--- src/rtl/camerica_pkg.sv ---
// Shared widths, FSM state type and the saturating counter helper for the
// line / histogram capture path.
package camerica_pkg;

  localparam int PIX_W     = 12;
  localparam int COL_W     = 9;
  localparam int BIN_W     = 8;
  localparam int BIN_SHIFT = 4;
  localparam int CNT_W     = 27;

  typedef enum logic {ST_CLEAR, ST_RUN} histo_state_t;

  // Histogram bins stick at full scale instead of wrapping back to zero.
  function automatic logic [CNT_W-1:0] sat_inc(input logic [CNT_W-1:0] v);
    return (&v) ? v : v + CNT_W'(1);
  endfunction

endpackage

--- src/rtl/line_capture_ctrl_histo_rmw.sv ---
// Histogram write port sequencer: clears the freshly active half after a
// vblank swap, then bins accepted pixels with a two-cycle read-modify-write.
module histo_rmw
  import camerica_pkg::*;
(
  input  logic             clk,
  input  logic             rst,
  input  logic             accept,
  input  logic [BIN_W-1:0] pix_bin,
  input  logic             vblank_rise,
  input  logic [CNT_W-1:0] hr_q,
  output logic             hr_wren,
  output logic [BIN_W:0]   hr_addr,
  output logic [CNT_W-1:0] hr_data,
  output logic             histo_bank,
  output logic             bank_swap,
  output logic             err_overrun
);

  histo_state_t     state, state_nxt;
  logic [BIN_W-1:0] clr_idx;
  logic [BIN_W-1:0] bin_q;
  logic             pend;
  logic             start_rmw;
  logic             drop;

  // Next state, RAM port drive and drop detection; a vblank swap is taken
  // at the same edge as an in-flight write, so that write still lands in
  // the old bank.
  always_comb begin
    state_nxt = state;
    hr_wren   = 1'b0;
    hr_addr   = {histo_bank, bin_q};
    hr_data   = '0;
    start_rmw = 1'b0;
    drop      = 1'b0;
    bank_swap = 1'b0;
    unique case (state)
      ST_CLEAR: begin
        hr_wren = 1'b1;
        hr_addr = {histo_bank, clr_idx};
        drop    = accept;
        if (clr_idx == '1) state_nxt = ST_RUN;
      end
      ST_RUN: begin
        if (pend) begin
          hr_wren = 1'b1;
          hr_data = sat_inc(hr_q);
          drop    = accept;
        end else if (accept) begin
          hr_addr   = {histo_bank, pix_bin};
          start_rmw = 1'b1;
        end
        if (vblank_rise) begin
          bank_swap = 1'b1;
          state_nxt = ST_CLEAR;
        end
      end
    endcase
    if (!rst) begin
      hr_wren   = 1'b0;
      hr_addr   = '0;
      hr_data   = '0;
      bank_swap = 1'b0;
    end
  end

  // State, clear counter, latched bin, bank select and sticky overrun flag.
  always_ff @(posedge clk) begin
    if (!rst) begin
      state       <= ST_CLEAR;
      clr_idx     <= '0;
      bin_q       <= '0;
      pend        <= 1'b0;
      histo_bank  <= 1'b0;
      err_overrun <= 1'b0;
    end else begin
      state <= state_nxt;
      if (state == ST_CLEAR) clr_idx <= clr_idx + BIN_W'(1);
      else if (bank_swap)    clr_idx <= '0;
      pend <= start_rmw;
      if (start_rmw) bin_q <= pix_bin;
      if (bank_swap) histo_bank <= ~histo_bank;
      if (drop) err_overrun <= 1'b1;
    end
  end

endmodule

--- src/rtl/line_capture_ctrl.sv ---
// Write-side sequencer for the ping-pong line RAM and histogram RAM read by
// the CPU. Line path, blank edge detection and CPU status live here.
module line_capture_ctrl
  import camerica_pkg::*;
(
  input  logic             clk,
  input  logic             rst,
  input  logic [PIX_W-1:0] vid_pixel,
  input  logic             vid_pixsync,
  input  logic             vid_hblank,
  input  logic             vid_vblank,
  input  logic             vid_visible,
  output logic             lr_wren,
  output logic [COL_W:0]   lr_addr,
  output logic [PIX_W-1:0] lr_data,
  output logic             hr_wren,
  output logic [BIN_W:0]   hr_addr,
  output logic [CNT_W-1:0] hr_data,
  input  logic [CNT_W-1:0] hr_q,
  output logic             status_which_line,
  output logic             status_which_histo,
  output logic             err_overrun
);

  logic             hblank_q;
  logic             vblank_q;
  logic             line_bank;
  logic             line_done;
  logic [COL_W-1:0] col;
  logic             accept;
  logic             hblank_rise;
  logic             vblank_rise;
  logic             histo_bank;
  logic             histo_swap;

  // Pixel acceptance, blank edges and the combinational line RAM write.
  always_comb begin
    accept      = vid_pixsync & vid_visible & ~vid_hblank & ~vid_vblank;
    hblank_rise = vid_hblank & ~hblank_q;
    vblank_rise = vid_vblank & ~vblank_q;
    lr_wren     = rst & accept & ~line_done;
    lr_addr     = lr_wren ? {line_bank, col} : '0;
    lr_data     = lr_wren ? vid_pixel : '0;
  end

  // Column tracking, line bank ping-pong and CPU-visible status halves.
  always_ff @(posedge clk) begin
    if (!rst) begin
      hblank_q           <= 1'b0;
      vblank_q           <= 1'b0;
      line_bank          <= 1'b0;
      line_done          <= 1'b0;
      col                <= '0;
      status_which_line  <= 1'b1;
      status_which_histo <= 1'b1;
    end else begin
      hblank_q <= vid_hblank;
      vblank_q <= vid_vblank;
      if (hblank_rise) begin
        line_bank         <= ~line_bank;
        col               <= '0;
        line_done         <= 1'b0;
        status_which_line <= line_bank;
      end else if (lr_wren) begin
        if (col == '1) line_done <= 1'b1;
        else           col       <= col + COL_W'(1);
      end
      if (histo_swap) status_which_histo <= histo_bank;
    end
  end

  histo_rmw u_histo_rmw (
    .clk         (clk),
    .rst         (rst),
    .accept      (accept),
    .pix_bin     (vid_pixel[BIN_SHIFT +: BIN_W]),
    .vblank_rise (vblank_rise),
    .hr_q        (hr_q),
    .hr_wren     (hr_wren),
    .hr_addr     (hr_addr),
    .hr_data     (hr_data),
    .histo_bank  (histo_bank),
    .bank_swap   (histo_swap),
    .err_overrun (err_overrun)
  );

endmodule

--- config.mk ---
export PLATFORM = sky130hd
export DESIGN_NAME = line_capture_ctrl
export DESIGN_NICKNAME = d
export VERILOG_FILES = /design/src/rtl/camerica_pkg.sv /design/src/rtl/line_capture_ctrl_histo_rmw.sv /design/src/rtl/line_capture_ctrl.sv
export SDC_FILE = /design/constraint.sdc
export NUM_CORES = 1
export LEC_CHECK = 0
export ABC_AREA = 1
export BUFFER_PORTS_ARGS = -buffer_cell sky130_fd_sc_hd__buf_2
export CORE_MARGIN = 2
export CORE_UTILIZATION = 55
export CTS_CLUSTER_SIZE = 12
export DETAILED_ROUTE_END_ITERATION = 16
export PLACE_DENSITY = 0.95
export SYNTH_ARGS = -nofsm -noshare
export SYNTH_HDL_FRONTEND = slang
export SYNTH_SLANG_ARGS = --single-unit
--- constraint.sdc ---
create_clock -name clk -period 3.7 [get_ports clk]
set_input_delay 0.37 -clock clk [delete_from_list [all_inputs] [get_ports clk]]
set_output_delay 0.37 -clock clk [all_outputs]
set_load 0.02 [all_outputs]
==> results of run 1 <==
cell usage after synthesis (5+ instances only):
library cell	count
sky130_fd_sc_hd__dfxtp_1	35
sky130_fd_sc_hd__nand3_2	14
sky130_fd_sc_hd__clkbuf_1	7
sky130_fd_sc_hd__o21a_1	6
sky130_fd_sc_hd__o211ai_1	6
sky130_fd_sc_hd__nand3_1	28
sky130_fd_sc_hd__nor2_1	87
sky130_fd_sc_hd__nor3_1	9
sky130_fd_sc_hd__inv_1	74
sky130_fd_sc_hd__nand2_1	137
sky130_fd_sc_hd__buf_6	5
sky130_fd_sc_hd__nand4_1	6
sky130_fd_sc_hd__a21oi_1	42
sky130_fd_sc_hd__o21ai_0	7
where the power goes:
group          internal (mW)  leakage, nW  switching, mW  total (mW)
clock                  0.132       0.0422          0.136       0.268
sequential             0.383        0.284        0.00552       0.389
combinational         0.0426         1.55         0.0795       0.122
cell families after synthesis:
family | synth area share (%)
adders and majority gates | 1.68
buffers and inverters | 13.5
DFF | 23.5
xor gates and xnor gates | 1.17
AOI/OAI and AO/OA | 13.0
and+or+nand+nor | 47.2
routing by layer:
metal	vias to the layer above	routed length, microns
met2	166	4020
met1	1583	3360
met4	0	128
met3	14	644
li1	1798	-
met5	-	0
layout make-up:
cell class / count / area, sq um
Clock buffer: 7 / 76.3
Fill cell: 439 / 1580
Timing Repair Buffer: 109 / 551
Multi-Input combinational cell: 379 / 1880
Sequential cell: 35 / 701
Clock inverter: 1 / 5.00
Tap cell: 70 / 87.6
Inverter: 77 / 289
worst max path at each step:
stage / cells past startpoint / end / startpoint
CTS: 9 / hr_addr[4] / u_histo_rmw.state
detailed placement: 11 / hr_data[22] / hr_q[0]
finish: 9 / hr_addr[4] / u_histo_rmw.state
global placement: 11 / hr_data[4] / hr_q[0]
floorplan: 10 / hr_data[2] / hr_q[0]
global route: 9 / hr_addr[4] / u_histo_rmw.state
worst max-delay path, stage by stage (launching register included):
cell and delay [ps]:
sky130_fd_sc_hd__dfxtp_1 730, sky130_fd_sc_hd__inv_2 240, sky130_fd_sc_hd__nor2_1 220, sky130_fd_sc_hd__nand2_1 270
sky130_fd_sc_hd__inv_2 220, sky130_fd_sc_hd__nand2_1 100, sky130_fd_sc_hd__o211ai_1 100, sky130_fd_sc_hd__nand2_1 80
sky130_fd_sc_hd__inv_1 60, sky130_fd_sc_hd__buf_2 150
flip-flops by register name, indices dropped and copies added, names as in the netlist:
signal	flops
vblank_q	1
status_which_histo	1
status_which_line	1
u_histo_rmw.err_overrun	1
u_histo_rmw.histo_bank	1
col	9
line_bank	1
u_histo_rmw.bin_q	8
u_histo_rmw.clr_idx	8
u_histo_rmw.pend	1
line_done	1
u_histo_rmw.state	1
hblank_q	1
==> impl_summary.txt, run 1 <==
----------------------------------------------------
[Setup path]
  Critical Path Sink Type ... output pin
  Critical Path AT ... approximately 2500 ps
  Setup slack, reg-to-reg ... 1540 ps
  Depth of the worst register-to-register path ... 8
  Worst-path maximum fanout ... 19
  CP Class ... register to output pin
  Launching element type of the critical path ... register
  Launch instance of the worst register-to-register path ... col[0]
  Required time at the worst-slack endpoint ... 3330 ps
  Critical register-to-register path endpoint ... col[8]

[GRT]
  Initial antenna violation count ... 0
  Grt peak-use layer ... met2
  GR met2 Demand/Resource ... about half
  Global-route wire length before repair ... approximately 14000 microns
  Met3 Usage GRT ... under 10%
  Overall track demand over capacity in global routing ... 27.1%
  Number of global-route vias before repair ... roughly 3200
  Global routing usage on met1 ... roughly a third
  Pin count of the biggest net entering global routing ... a little over 40
  Total congestion overflow after global routing ... 0

[STA]
  Final Cycle Share ... approximately 77%
  Post-layout worst setup margin ... roughly 860 ps
  Final-layout worst hold slack ... between 300 and 400 ps
  Final critical delay including setup and external delays ... approximately 2800 ps
  Actual transition at the worst max-transition pin ... about 650 ps
  Post-Route Skew ... 4.40 ps
  Max Slew Vio Count ... 0
  # setup viols final ... 0
  Max Clk Rate ... 352 MHz
  Setup TNS after final layout ... 0 ps
  Final hold violation count ... 0
  Remaining max-slew budget at the tightest pin ... 56.5%
  Unrepaired setup endpoints after global routing ... false

[Logic synthesis]
  Number of register bits inferred by synthesis ... 35
  Most common flop cell mapped by yosys ... sky130_fd_sc_hd__dfxtp_1
  Syn Nets ... approximately 560
  Count of different cell masters after synthesis ... 37
  Portion of the post-synthesis area used by sequential elements ... around a quarter
  Synth top area cells ... sky130_fd_sc_hd__dfxtp_1 (23%), sky130_fd_sc_hd__nand2_1 (17%), sky130_fd_sc_hd__nor2_1 (11%)
  Number of synthesized flops with an enable pin ... 0
  Count of yosys warnings during synthesis ... 0
  Top cell type's share of synthesized area ... between 20% and 30%
  Top cell type by total area after synthesis ... sky130_fd_sc_hd__dfxtp_1
  Average instance area after synthesis ... 5.88 sq um
  Cell Area, Synth ... 2990 sq um
  Number of cells produced by synthesis ... 508
  Fraction of registers with async set/reset ... 0%

[Final layout]
  Fraction of final layout cells sized beyond drive strength 1 ... about 24%
  Number of nets in the final layout ... approximately 660
  Final non-filler cell total ... between 600 and 700
  Most common cell after layout, fill and taps aside ... sky130_fd_sc_hd__nand2_1
  Summed area of non-filler cells in the final layout ... approximately 3600 sq um
  Fraction of the core area covered by cells at the end of the flow ... a little over two thirds
  Commonest cells after routing, fill and taps aside ... sky130_fd_sc_hd__nand2_1 (137), sky130_fd_sc_hd__buf_2 (107), sky130_fd_sc_hd__nor2_1 (87)
  Count of inserted antenna diode cells ... 0
  Area growth, synth to finish ... 20.3%

[Pwr]
  Worst IR drop on VDD ... just under 0.3 mV
  Power per cell area ... around 220 nW/um^2
  Total chip power ... around 0.78 mW
  Leakage Power ... about 1.9 nW

[Hold path]
  Class of the tightest hold or removal check ... input port to register
  Sink of the worst hold path ... hblank_q
  Hold path depth ... 3
  Worst Min Path Start ... vid_hblank

[Clocking]
  CTS tree ... yes
  Count of clock tree sinks ... 35
  Clock tree buffer depth ... 2
  Number of buffers inserted for hold repair after clock tree synthesis ... 0
  H-tree depth ... 2
  Clock Pin Slew Worst Setup and Hold Paths ... 70 ps
  # Post-CTS Setup Buffers ... 0
  CTS-repair resized insts ... 0
  Worst-Skew Late Latency ... 290 ps
  Inserted Clock Buffers ... 5
  Clock root buffer ... sky130_fd_sc_hd__clkbuf_8

[Floorplanning]
  Initial Util ... around 58%
  Std cell rows ... 26
  Die area ... 6040 sq um
  Die Wd ... 77.7 microns
  Height of the chip ... a little under 80 microns
  IO Count ... ~110
  Area of the core region ... 5170 sq um

[Run status]
  Run status ... finished, final reports clean

[Placement]
  Port Buffer Count ... around 110
  Place WS ... around 1100 ps
  Cells after DPL ... 670
  Cell Area, Placed ... roughly 3500 sq um
  Post-DP HPWL ... between 6000 and 7000 microns
  Routability congestion estimate from global placement ... between 0.9 and 1

[Detailed routing]
  Routed length per instance ... 12.0 microns
  WL final ... 8160 microns
  Post-DRT Antenna Nets ... 0
  Vias after detailed routing ... 3561
  Drt pass-1 iters ... 5
  Drc violations ... 0
  Average vias per placed instance ... around 5.3
  Number of DRC violations after detailed-routing iteration 0 ... between 200 and 250

[Run]
  Max capacitance violation total ... 0

----------------------------------------------------
No activity file was read; power rests on OpenSTA's default activity.
==> inputs of run 2 (changes only) <==
--- a/config.mk
+++ b/config.mk
@@ -8,10 +8,10 @@
 export ABC_AREA = 1
 export BUFFER_PORTS_ARGS = -buffer_cell sky130_fd_sc_hd__buf_2
 export CORE_MARGIN = 2
-export CORE_UTILIZATION = 55
+export CORE_UTILIZATION = 51
 export CTS_CLUSTER_SIZE = 12
 export DETAILED_ROUTE_END_ITERATION = 16
-export PLACE_DENSITY = 0.95
+export PLACE_DENSITY = 0.93
 export SYNTH_ARGS = -nofsm -noshare
 export SYNTH_HDL_FRONTEND = slang
 export SYNTH_SLANG_ARGS = --single-unit
==> constraint.sdc (replaced) <==
create_clock -name clk -period 2.7 [get_ports clk]
set_input_delay 0.27 -clock clk [delete_from_list [all_inputs] [get_ports clk]]
set_output_delay 0.27 -clock clk [all_outputs]
set_load 0.02 [all_outputs]
==> run 2 against run 1 <==
  * Power increased by 52%
  * Register-to-register slack got worse by 990 ps
  * Sequential cell count unchanged
  * Highest routed layer unchanged
  * Clock-buffer cell count decreased by 1
  * Sequential power increased by 37%
  * Worst hold slack got worse by 110 ps
  * Critical path type is now input port to output pin
  * Largest power group unchanged
==> impl_summary.txt, run 2 (synthesis gave the netlist of run 1 again) <==
----------------------------------------------------
[Run status]
  Run status ... finished, final reports clean

[Clocking]
  Clock Pin Slew Worst Setup and Hold Paths ... approximately 70 ps
  H-tree depth ... 2
  CTS tree ... yes
  Number of buffers inserted for hold repair after clock tree synthesis ... 0
  Count of clock tree sinks ... 35
  CTS-repair resized insts ... 0
  Worst-Skew Late Latency ... 280 ps
  Clock tree buffer depth ... 2
  Clock root buffer ... sky130_fd_sc_hd__clkbuf_8
  Inserted Clock Buffers ... 5
  # Post-CTS Setup Buffers ... 0

[Pwr]
  Power per cell area ... 324 nW/um^2
  Worst IR drop on VDD ... 0.502 mV
  Leakage Power ... around 1.9 nW

[Placement]
  Port Buffer Count ... between 100 and 150
  Place WS ... around 330 ps
  Routability congestion estimate from global placement ... between 0.8 and 0.9
  Post-DP HPWL ... 6350 microns
  Cells after DPL ... just under 700
  Cell Area, Placed ... 3540 sq um

[Setup path]
  Worst-path maximum fanout ... 40
  CP Class ... input port to output pin
  Launching element type of the critical path ... input port
  Critical Path Sink Type ... output pin
  Required time at the worst-slack endpoint ... around 2400 ps
  Critical Path AT ... around 2100 ps

[Final layout]
  Register with the highest flop count ... col
  Fraction of final layout cells sized beyond drive strength 1 ... between 20% and 30%
  Count of inserted antenna diode cells ... 0
  Max FFs per register ... 9
  Fill cell count ... 499
  Summed area of non-filler cells in the final layout ... roughly 3700 sq um
  Final non-filler cell total ... about 680
  Commonest cells after routing, fill and taps aside ... sky130_fd_sc_hd__nand2_1 (137), sky130_fd_sc_hd__buf_2 (107), sky130_fd_sc_hd__nor2_1 (87)
  Number of nets in the final layout ... about 660
  Registers with the most flip-flops ... col x9, u_histo_rmw.bin_q x8, u_histo_rmw.clr_idx x8
  Fraction of the core area covered by cells at the end of the flow ... between 60% and 70%
  Area growth, synth to finish ... 22.3%
  Most common cell after layout, fill and taps aside ... sky130_fd_sc_hd__nand2_1

[STA]
  Actual transition at the worst max-transition pin ... between 600 and 700 ps
  Post-Route Skew ... around 4.4 ps
  Final Cycle Share ... 88.3%
  # setup viols final ... 0
  Max Clk Rate ... about 420 MHz
  Unrepaired setup endpoints after global routing ... false
  Remaining max-slew budget at the tightest pin ... 55.0%
  Final critical delay including setup and external delays ... between 2000 and 2500 ps
  Setup TNS after final layout ... 0 ps
  Final hold violation count ... 0
  Post-layout worst setup margin ... 317 ps
  Max Slew Vio Count ... 0

[GRT]
  Global routing usage on met1 ... between 20 and 30%
  Total congestion overflow after global routing ... 0
  Global-route wire length before repair ... 13600 microns
  Number of global-route vias before repair ... 3327
  Pin count of the biggest net entering global routing ... just over 40
  Overall track demand over capacity in global routing ... about a quarter
  Initial antenna violation count ... 0
  Met3 Usage GRT ... 3.48%
  GR met2 Demand/Resource ... 49.8%
  Grt peak-use layer ... met2

[Floorplanning]
  Height of the chip ... 80.5 microns
  Std cell rows ... 27
  Area of the core region ... about 5600 sq um
  Die Wd ... just over 80 microns
  Initial Util ... between 50% and 60%
  IO Count ... ~110
  Die area ... 6480 sq um

[Detailed routing]
  WL final ... between 8000 and 9000 microns
  Routed length per instance ... approximately 12 microns
  Number of DRC violations after detailed-routing iteration 0 ... 196
  Drt pass-1 iters ... 4
  Post-DRT Antenna Nets ... 0
  Average vias per placed instance ... between 5 and 6
  Drc violations ... 0
  Vias after detailed routing ... around 3600

[Hold path]
  Class of the tightest hold or removal check ... input port to register

[Run]
  Max capacitance violation total ... 0

----------------------------------------------------
[run 2: cell types whose count changed in the layout (fill, tap and decap cells not counted), sizes merged]
cell and change:
bufinv +1, buf +3, clkbuf -1
[run 2: critical path: stages]
cell and delay, ps:
sky130_fd_sc_hd__buf_2 140, sky130_fd_sc_hd__ha_1 200, sky130_fd_sc_hd__inv_1 90, sky130_fd_sc_hd__nor2_4 200
sky130_fd_sc_hd__nand2_4 100, sky130_fd_sc_hd__nor2_8 150, sky130_fd_sc_hd__nand3_4 390, sky130_fd_sc_hd__nand3_1 210
sky130_fd_sc_hd__nand2_1 80, sky130_fd_sc_hd__nor2_1 90, sky130_fd_sc_hd__buf_2 170
[run 2: area by class of cell]
cell class / count / area [sq um] / area share [%]
clock buffer: 6 / 82.6 / 2.26
clock inverter: 2 / 35.0 / 0.959
inverter: 77 / 289 / 7.91
multi-input combinational: 379 / 1880 / 51.5
sequential: 35 / 701 / 19.2
tap: 72 / 90.1 / 2.47
timing repair buffer: 112 / 573 / 15.7
[run 2: power by group]
| part | leakage, nW | switching, mW | internal, mW |
|---|---|---|---|
| clock | 0.0612 | 0.185 | 0.299 |
| combinational | 1.57 | 0.111 | 0.0585 |
| sequential | 0.284 | 0.00719 | 0.525 |
| total | 1.91 | 0.303 | 0.882 |
[run 2: metal layers]
metal	vias to the layer above	share of wire (%)
met5	-	0
met4	0	2.0
met3	19	6.8
met2	148	52
met1	1604	39
li1	1799	-
[run 2: metrics by stage]
step / power [mW] / hold WS, ps
2_1_floorplan: 0.631 / 368
3_3_place_gp: 0.703 / 451
3_5_place_dp: 0.709 / 461
4_1_cts: 1.19 / 258
5_1_grt: 1.23 / 274
6_report: 1.19 / 255
[run 2: path summary, 6_finish.rpt]
path | start | to | slack (ps) | depth (start not counted)
setup / recovery | hr_q[0] | hr_data[2] | 320 | 11
hold / removal | vid_hblank | hblank_q | 260 | 3
setup reg to reg | col[0] | col[3] | 550 | 8
hold reg to reg | u_histo_rmw.bin_q[1] | u_histo_rmw.bin_q[1] | 470 | 2
